### config.mk
export PLATFORM = sky130hd
export DESIGN_NAME = npu_feeder
export DESIGN_NICKNAME = d
export VERILOG_FILES = /design/src/rtl/npu_pkg.sv /design/src/rtl/npu_feeder.sv
export SDC_FILE = /design/constraint.sdc
export NUM_CORES = 1
export LEC_CHECK = 0
export ABC_AREA = 1
export CAP_MARGIN = 5
export CELL_PAD_IN_SITES_DETAIL_PLACEMENT = 1
export CELL_PAD_IN_SITES_GLOBAL_PLACEMENT = 1
export CORE_MARGIN = 5
export CORE_UTILIZATION = 33
export DETAILED_ROUTE_END_ITERATION = 12
export GPL_TIMING_DRIVEN = 0
export MAX_ROUTING_LAYER = met4
export PLACE_DENSITY = 0.8
export SETUP_SLACK_MARGIN = 0.5
export SYNTH_ARGS = -nofsm -noshare
export SYNTH_HDL_FRONTEND = slang
export SYNTH_SLANG_ARGS = --single-unit
### constraint.sdc
create_clock -name clk -period 2.15 [get_ports clk]
set_input_delay 0.3225 -clock clk [delete_from_list [all_inputs] [get_ports clk]]
set_output_delay 0.3225 -clock clk [all_outputs]
set_load 0.005 [all_outputs]
### src/rtl/npu_pkg.sv
// rtl/npu_pkg.sv - shared constants for the NPU host-side feeder
package npu_pkg;

  typedef logic [2:0] state_t;

  localparam state_t S_IDLE = 3'd0;
  localparam state_t S_CFG  = 3'd1;
  localparam state_t S_WGT  = 3'd2;
  localparam state_t S_INP  = 3'd3;
  localparam state_t S_REL  = 3'd4;
  localparam state_t S_WAIT = 3'd5;
  localparam state_t S_READ = 3'd6;
  localparam state_t S_ERR  = 3'd7;

  // Configuration header: layers, in-1, h1, h2, out-1, act
  localparam int CFG_WORDS   = 6;
  localparam int CFG_IDX_IN  = 1;
  localparam int CFG_IDX_OUT = 4;

endpackage

### src/rtl/npu_feeder.sv
// rtl/npu_feeder.sv - handshaked sequencer driving the NPU we/oe bus
import npu_pkg::*;

module npu_feeder #(
  parameter int DW     = 32,
  parameter int WCNT_W = 12,
  parameter int IO_W   = 5,
  parameter int TMO    = 1024
) (
  input  logic              clk,
  input  logic              rst,
  input  logic              start,
  input  logic              keep_w,
  input  logic [WCNT_W-1:0] num_w,
  input  logic              src_valid,
  output logic              src_ready,
  input  logic [DW-1:0]     src_data,
  output logic              res_valid,
  input  logic              res_ready,
  output logic [DW-1:0]     res_data,
  output logic              res_last,
  output logic              npu_we,
  output logic              npu_oe,
  output logic [DW-1:0]     npu_dout,
  output logic              npu_drive,
  input  logic [DW-1:0]     npu_din,
  input  logic              npu_ready,
  output logic              busy,
  output logic              err_tmo
);

  localparam int TW = $clog2(TMO + 1);

  state_t            state;
  logic [WCNT_W-1:0] cnt;
  logic [WCNT_W-1:0] num_w_q;
  logic [IO_W-1:0]   n_in;
  logic [IO_W-1:0]   n_out;
  logic [IO_W:0]     rd_cnt;
  logic [TW-1:0]     tmo_cnt;
  logic              cfg_ok;
  logic              accept;
  logic              rd_more;

  assign src_ready = (state == S_CFG) || (state == S_WGT) || (state == S_INP);
  assign accept    = src_valid && src_ready;
  assign npu_we    = accept;
  assign npu_drive = accept;
  assign npu_dout  = accept ? src_data : '0;
  assign busy      = (state != S_IDLE);

  // A new bus read is only issued when the result register can take it
  assign rd_more = (rd_cnt != ({1'b0, n_out} + 1'b1));
  assign npu_oe  = (state == S_READ) && rd_more && (!res_valid || res_ready);

  always_ff @(posedge clk or negedge rst) begin
    if (!rst) begin
      state     <= S_IDLE;
      cnt       <= '0;
      num_w_q   <= '0;
      n_in      <= '0;
      n_out     <= '0;
      rd_cnt    <= '0;
      tmo_cnt   <= '0;
      cfg_ok    <= 1'b0;
      err_tmo   <= 1'b0;
      res_valid <= 1'b0;
      res_last  <= 1'b0;
      res_data  <= '0;
    end else begin
      if (npu_oe) begin
        res_data  <= npu_din;
        res_valid <= 1'b1;
        res_last  <= (rd_cnt == {1'b0, n_out});
        rd_cnt    <= rd_cnt + 1'b1;
      end else if (res_valid && res_ready) begin
        res_valid <= 1'b0;
        res_last  <= 1'b0;
      end

      case (state)
        S_IDLE: begin
          if (start) begin
            num_w_q <= num_w;
            err_tmo <= 1'b0;
            cnt     <= '0;
            if (keep_w && cfg_ok) begin
              state <= S_INP;
            end else begin
              cfg_ok <= 1'b0;
              state  <= S_CFG;
            end
          end
        end
        S_CFG: begin
          if (accept) begin
            if (cnt == WCNT_W'(CFG_IDX_IN))  n_in  <= src_data[IO_W-1:0];
            if (cnt == WCNT_W'(CFG_IDX_OUT)) n_out <= src_data[IO_W-1:0];
            if (cnt == WCNT_W'(CFG_WORDS - 1)) begin
              cnt    <= '0;
              cfg_ok <= 1'b1;
              state  <= (num_w_q == '0) ? S_INP : S_WGT;
            end else begin
              cnt <= cnt + 1'b1;
            end
          end
        end
        S_WGT: begin
          if (accept) begin
            if ((cnt + 1'b1) == num_w_q) begin
              cnt   <= '0;
              state <= S_INP;
            end else begin
              cnt <= cnt + 1'b1;
            end
          end
        end
        S_INP: begin
          if (accept) begin
            if (cnt == WCNT_W'(n_in)) begin
              cnt   <= '0;
              state <= S_REL;
            end else begin
              cnt <= cnt + 1'b1;
            end
          end
        end
        S_REL: begin
          tmo_cnt <= '0;
          state   <= S_WAIT;
        end
        S_WAIT: begin
          if (npu_ready) begin
            rd_cnt <= '0;
            state  <= S_READ;
          end else if (tmo_cnt == TW'(TMO - 1)) begin
            err_tmo <= 1'b1;
            state   <= S_ERR;
          end else begin
            tmo_cnt <= tmo_cnt + 1'b1;
          end
        end
        S_READ: begin
          if (res_valid && res_ready && res_last) state <= S_IDLE;
        end
        default: state <= S_IDLE;
      endcase
    end
  end

endmodule
* After elaboration in Yosys (flattened, before gate mapping)
Cells that the tools add are included.
** Word-level totals
- Bits of input ports :: 83
- Bits in registers :: 90
** Operators by class
- Reduce and logical (&&, ||, !) cells :: 26
- Equal/unequal tests :: 27
- Mux-type cells :: 40
- $add $sub $neg :: 4
** Operators with widths (number)
- $mux W12 :: 7
- $pmux W12 S4 :: 1
- $mux W32 :: 1
- $mux W3 :: 10
- $eq A12 B3 Y1 const B :: 2
- $mux W11 :: 2
- $pmux W11 S2 :: 1
- $pmux W3 S7 :: 1
- $mux W6 :: 3
- $ne A2 B2 Y1 const B :: 8
- $add A12 B1 Y12 const B :: 1
- $eq A12 B1 Y1 const B :: 1
- $eq A12 B12 Y1 :: 1
- $eq A12 B5 Y1 :: 1
- $logic_not A12 Y1 :: 1
- $add A11 B1 Y11 const B :: 1
- $eq A11 B10 Y1 const B :: 1
- $mux W1 :: 11
- $reduce_and A5 Y1 :: 2
- $eq A3 B3 Y1 const B :: 3
- $reduce_and A3 Y1 :: 3
- $reduce_and A9 Y1 :: 1
- $ne A2 B1 Y1 const B :: 4
- $reduce_bool A2 Y1 :: 4
- other kinds (17) :: 26

* Logic depth before layout (Yosys ltp)
- Depth in word-level cells :: 7
- Gate-level depth with buffers :: 16
- Depth with buffers taken out :: 15

* Worst setup path before layout
No wires, ideal clock.
- Path kind :: register -> register
- From :: register cnt[0]
- To :: register cnt[5]
- Slack :: 0.230 ns
- Buffers on the path :: 1
- Stages on the path, launching flop included :: 16
- Data arrival time :: 1.793 ns
- Path through :: dfrtp_1 inv_2 ha_1 nand2_1 nand2_1 nor2_1 nand3_1 nor2_1 nand3_1 nor2_2 nand3_2 nand2_4 nand2_4 buf_6 nand2_1 o21ai_1
** Between the ends
- Word-level cells in the longest chain between the ends :: 5
** RTL lines
- from (decl) :: line npu_feeder.sv:35 : logic [WCNT_W-1:0] cnt;
- from (signal assigned) :: line npu_feeder.sv:104 : cnt <= cnt + 1'b1;
- from (signal assigned) :: line npu_feeder.sv:114 : cnt <= cnt + 1'b1;
- from (signal assigned) :: line npu_feeder.sv:124 : cnt <= cnt + 1'b1;
- $add A12 B1 Y12
- $eq A12 B12 Y1 :: line npu_feeder.sv:110 : if ((cnt + 1'b1) == num_w_q) begin
- $mux W12 :: line npu_feeder.sv:110
- $mux W12 :: line npu_feeder.sv:109 : if (accept) begin
- $pmux W12 S4 * :: line npu_feeder.sv:81 : case (state)
Mark *: on every way between the ends. The rest lies on a longest branch, timed or not. The select of a mux whose other input is x is not followed.
A chain may end at the register's enable or synchronous reset.

* Worst setup path in the final report
- From :: register n_out[1]
- To :: output npu_oe
** Between the ends
- Word-level cells in the longest chain between the ends :: 4
** RTL lines
- from (decl) :: line npu_feeder.sv:38 : logic [IO_W-1:0] n_out;
- from (signal assigned) :: line npu_feeder.sv:98 : if (cnt == WCNT_W'(CFG_IDX_OUT)) n_out <= src_data[IO_W-1:0];
- $add A5 B1 Y6 :: line npu_feeder.sv:53 : assign rd_more = (rd_cnt != ({1'b0, n_out} + 1'b1));
- $ne A6 B6 Y1 :: line npu_feeder.sv:53
- $logic_and A1 B1 Y1 (2 in a row) :: line npu_feeder.sv:54 : assign npu_oe = (state == S_READ) && rd_more && (!res_valid || res_ready);
- to (decl) :: line npu_feeder.sv:23 : output logic npu_oe,
Every way passes these cells.

==> qor.yml <==
outcome: "finished, violations left"
violations: "negative hold slack, negative setup slack"
drt_iter0_drc: 401
hold_buffers: 0
synth-warning-count: 0
netlist.area_leader.share_pct: 44.9
setup_violations: 29
maxSlewHeadroom_pct: 57.1
syn2layout_area_growth_pct: 80.1
finalWirelength_mm: 23.3
synth_fp_nets: 792
dieHeight_um: 133
p_total_w: 0.0107
post-place-ws_ps: -306
rsz0062_at_grt: "true"
finalHoldViolCount: 20
tightest_slew_ps: 643
crit_slowest_cell: "dfrtp_1"
worstPathCellList: "ha_4, or2_4, nand3_2, nor3b_2, nand4_1, nand3_2, inv_2, buf_6, buf_6"
syn-cell-area_um2: 5010
max_clock_freq_mhz: 423
final_antenna_net_count: 0
cp-start-kind: "register"
clk-insertion-delay-late_ps: 360
finClkSkew_ps: 9.44
tritoncts: "yes"
globalplace.congestion: 0.820
num_vias: 5989
grt_max_degree: 47
ios: 155
timing.setup.tns_ps: -2570
synth_compound_area_share_pct: 7.07
p_seq_share_pct: 26.5
initial_utilization_pct: 33.3
final-seq-area_um2: 2260
combinationalPowerShare_pct: 57.4
ys_types: 33
dieArea_um2: 17700
rows: 45
fin_crit_sh_pct: 110
synth.ff_latch_count: 90
clkTransAtPathRegs_ps: 70
diodes: 0
synth_edf_count: 0
chipWidth_um: 133
drive_above_1_share_pct: 37.5
synth_xor_area_share_pct: 2.45
cts_max_level: 3
end_kind: "output port"
setup_ws_ps: -215
clock-sinks: 90
crit_path_max_incr_delay_ps: 430
power_density_nw_per_um2: 1190
synth.mux.area_fraction_pct: 0
synth_commonest_cells: "252 x nand2_1, 96 x inv_1, 90 x dfrtp_1, 74 x nor2_1, 44 x nand3_1"
slew_viol_final: 0
nFillCells: 1733
crit_type: "reg2out"
holdWs_ps: -11.4
power.share.clock_pct: 16.1
core_um2: 15000
gr-total-overflow: 0
yosys.area_share.simple_pct: 34.7
path_max_fanout: 3
ys.flop_type: "dfrtp_1"
final_cell_count_no_fill: 1151
cts_max_path_buffers: 2
max-cap-violations: 0
fin_crit_ps: 2360
multiInputGateArea_um2: 3140
grt_pass1_vias: 6144
port_buffers: 154
synth_top_family_by_area: "simple AND/OR/NAND/NOR gates"
grt_usage_pct: 22.6
fin_nets: 1047
required_ps: 1830
dp_hpwl_mm: 12.1
viasPerCell: 5.20
post_drt_wl_per_cell_um: 20.2
peakVddDrop_v: 0.000571
critical_path_arrival_ps: 2040
drc: 0
ys_seq_area_share_pct: 44.9
place_inst: 1046
ys_top_cells_by_area: "dfrtp_1 45%, nand2_1 19%, inv_1 7.2%, nor2_1 5.5%, nand3_1 4.4%"
p_leak_nw: 4.30
syn_area_per_cell_um2: 7.13
p_int_w: 0.00632
grt_pass1_wl_mm: 31.5
hp-class: "in2async"
synth_top_area_cell: "dfrtp_1"
numCtsBuffers: 9
power.switching_w: 0.00440
grt_antenna_before_repair: 0
synthAdderAreaFrac_pct: 1.50
root_buffer: "clkbuf_16"
drtPass1Iterations: 7
swShare_pct: 41.0
yosys.cell_count.top_type: "nand2_1"
synthCells: 703
ys_async_sr_fraction_pct: 100
-- critical path, delay by kind of cell (launching register included) --
family	cells	cell delay [ps]
buffers and inverters	3	290
and+or+nand+nor	5	660
DFF	1	430
adders and majority gates	1	290
-- kinds of logic (layout without fill, tap and decap cells) --
kind of cell	Yosys count	count (layout)
xor gates and xnor gates	14	14
and+or+nand+nor	411	412
adders and majority gates	6	6
buffers and inverters	116	375
AOI/OAI and AO/OA	66	66
DFF	90	90
-- power by group through the flow --
stage | registers, W | clock network (W) | logic, W
3_3_place_gp | 0.00276 | 0 | 0.00352
4_1_cts | 0.00277 | 0.00172 | 0.00495
6_report | 0.00284 | 0.00172 | 0.00615
5_1_grt | 0.00291 | 0.00182 | 0.00655
2_1_floorplan | 0.00271 | 0 | 0.00189
3_5_place_dp | 0.00279 | 0 | 0.00364
-- through the flow --
stage                     utilization (%)  area [um^2]
final                                60.0         9030
after floorplan                         -         5090
after detailed placement             45.8         6890
after CTS                            54.0         8120
after global routing                 60.0         9030
after global placement               45.7         6860
-- registers in the layout, summed over array words and instances (netlist names), 3 cells and up --
register and flops:
cnt 12, res_data 32, rd_cnt 6, num_w_q 12, state 3, tmo_cnt 11
n_out 5, n_in 5
-- layer usage --
metal	track usage, %	wire (um)	vias to the layer above
met5	-	0	-
met1	25.5	8770	2995
li1	-	-	2702
met4	9.26	922	0
met2	39.6	12500	219
met3	4.27	1100	73
-- cells in the final DEF, fill, tap and decap left out, drive strengths merged, types with 7 or more instances in the layout --
cell type	n
xnor2	7
dfrtp	90
nand3	47
nor2	81
nor3	7
xor2	7
buf	135
clkbuf	16
a21oi	17
inv	100
nand4	10
nand2	255
clkdlybuf4s50	115
o21ai	40
-- final timing paths --
kind | start | endpoint | slack (ps) | cells past startpoint
max | n_out[1] | npu_oe | -210 | 9
min | rst | n_in[2] | -10 | 1
max in group asynchronous | rst | cnt[5] | 1470 | 2
max reg2reg | cnt[0] | cnt[5] | -150 | 15
min reg2reg | res_data[11] | res_data[11] | 480 | 2
min in group clk | res_data[11] | res_data[11] | 480 | 2
-- area by class of cell --
| type | count | share of cell area (%) |
|---|---|---|
| clock inverter | 6 | 0.804 |
| buffer | 17 | 2.94 |
| tap | 188 | 2.61 |
| sequential | 90 | 25.1 |
| clock buffer | 10 | 2.65 |
| timing repair buffer | 243 | 26.9 |
| multi-input combinational | 498 | 34.8 |
| inverter | 99 | 4.30 |
-- repair_timing --
item,in CTS,in global routing
endpoints found under the setup margin,125,126
buffers inserted,46,31
gates cloned,10,2
resized for setup,312,194
pin swaps,34,49
endpoints found under the hold margin,0,0
Note: power is estimated with default switching activity, not from simulation.
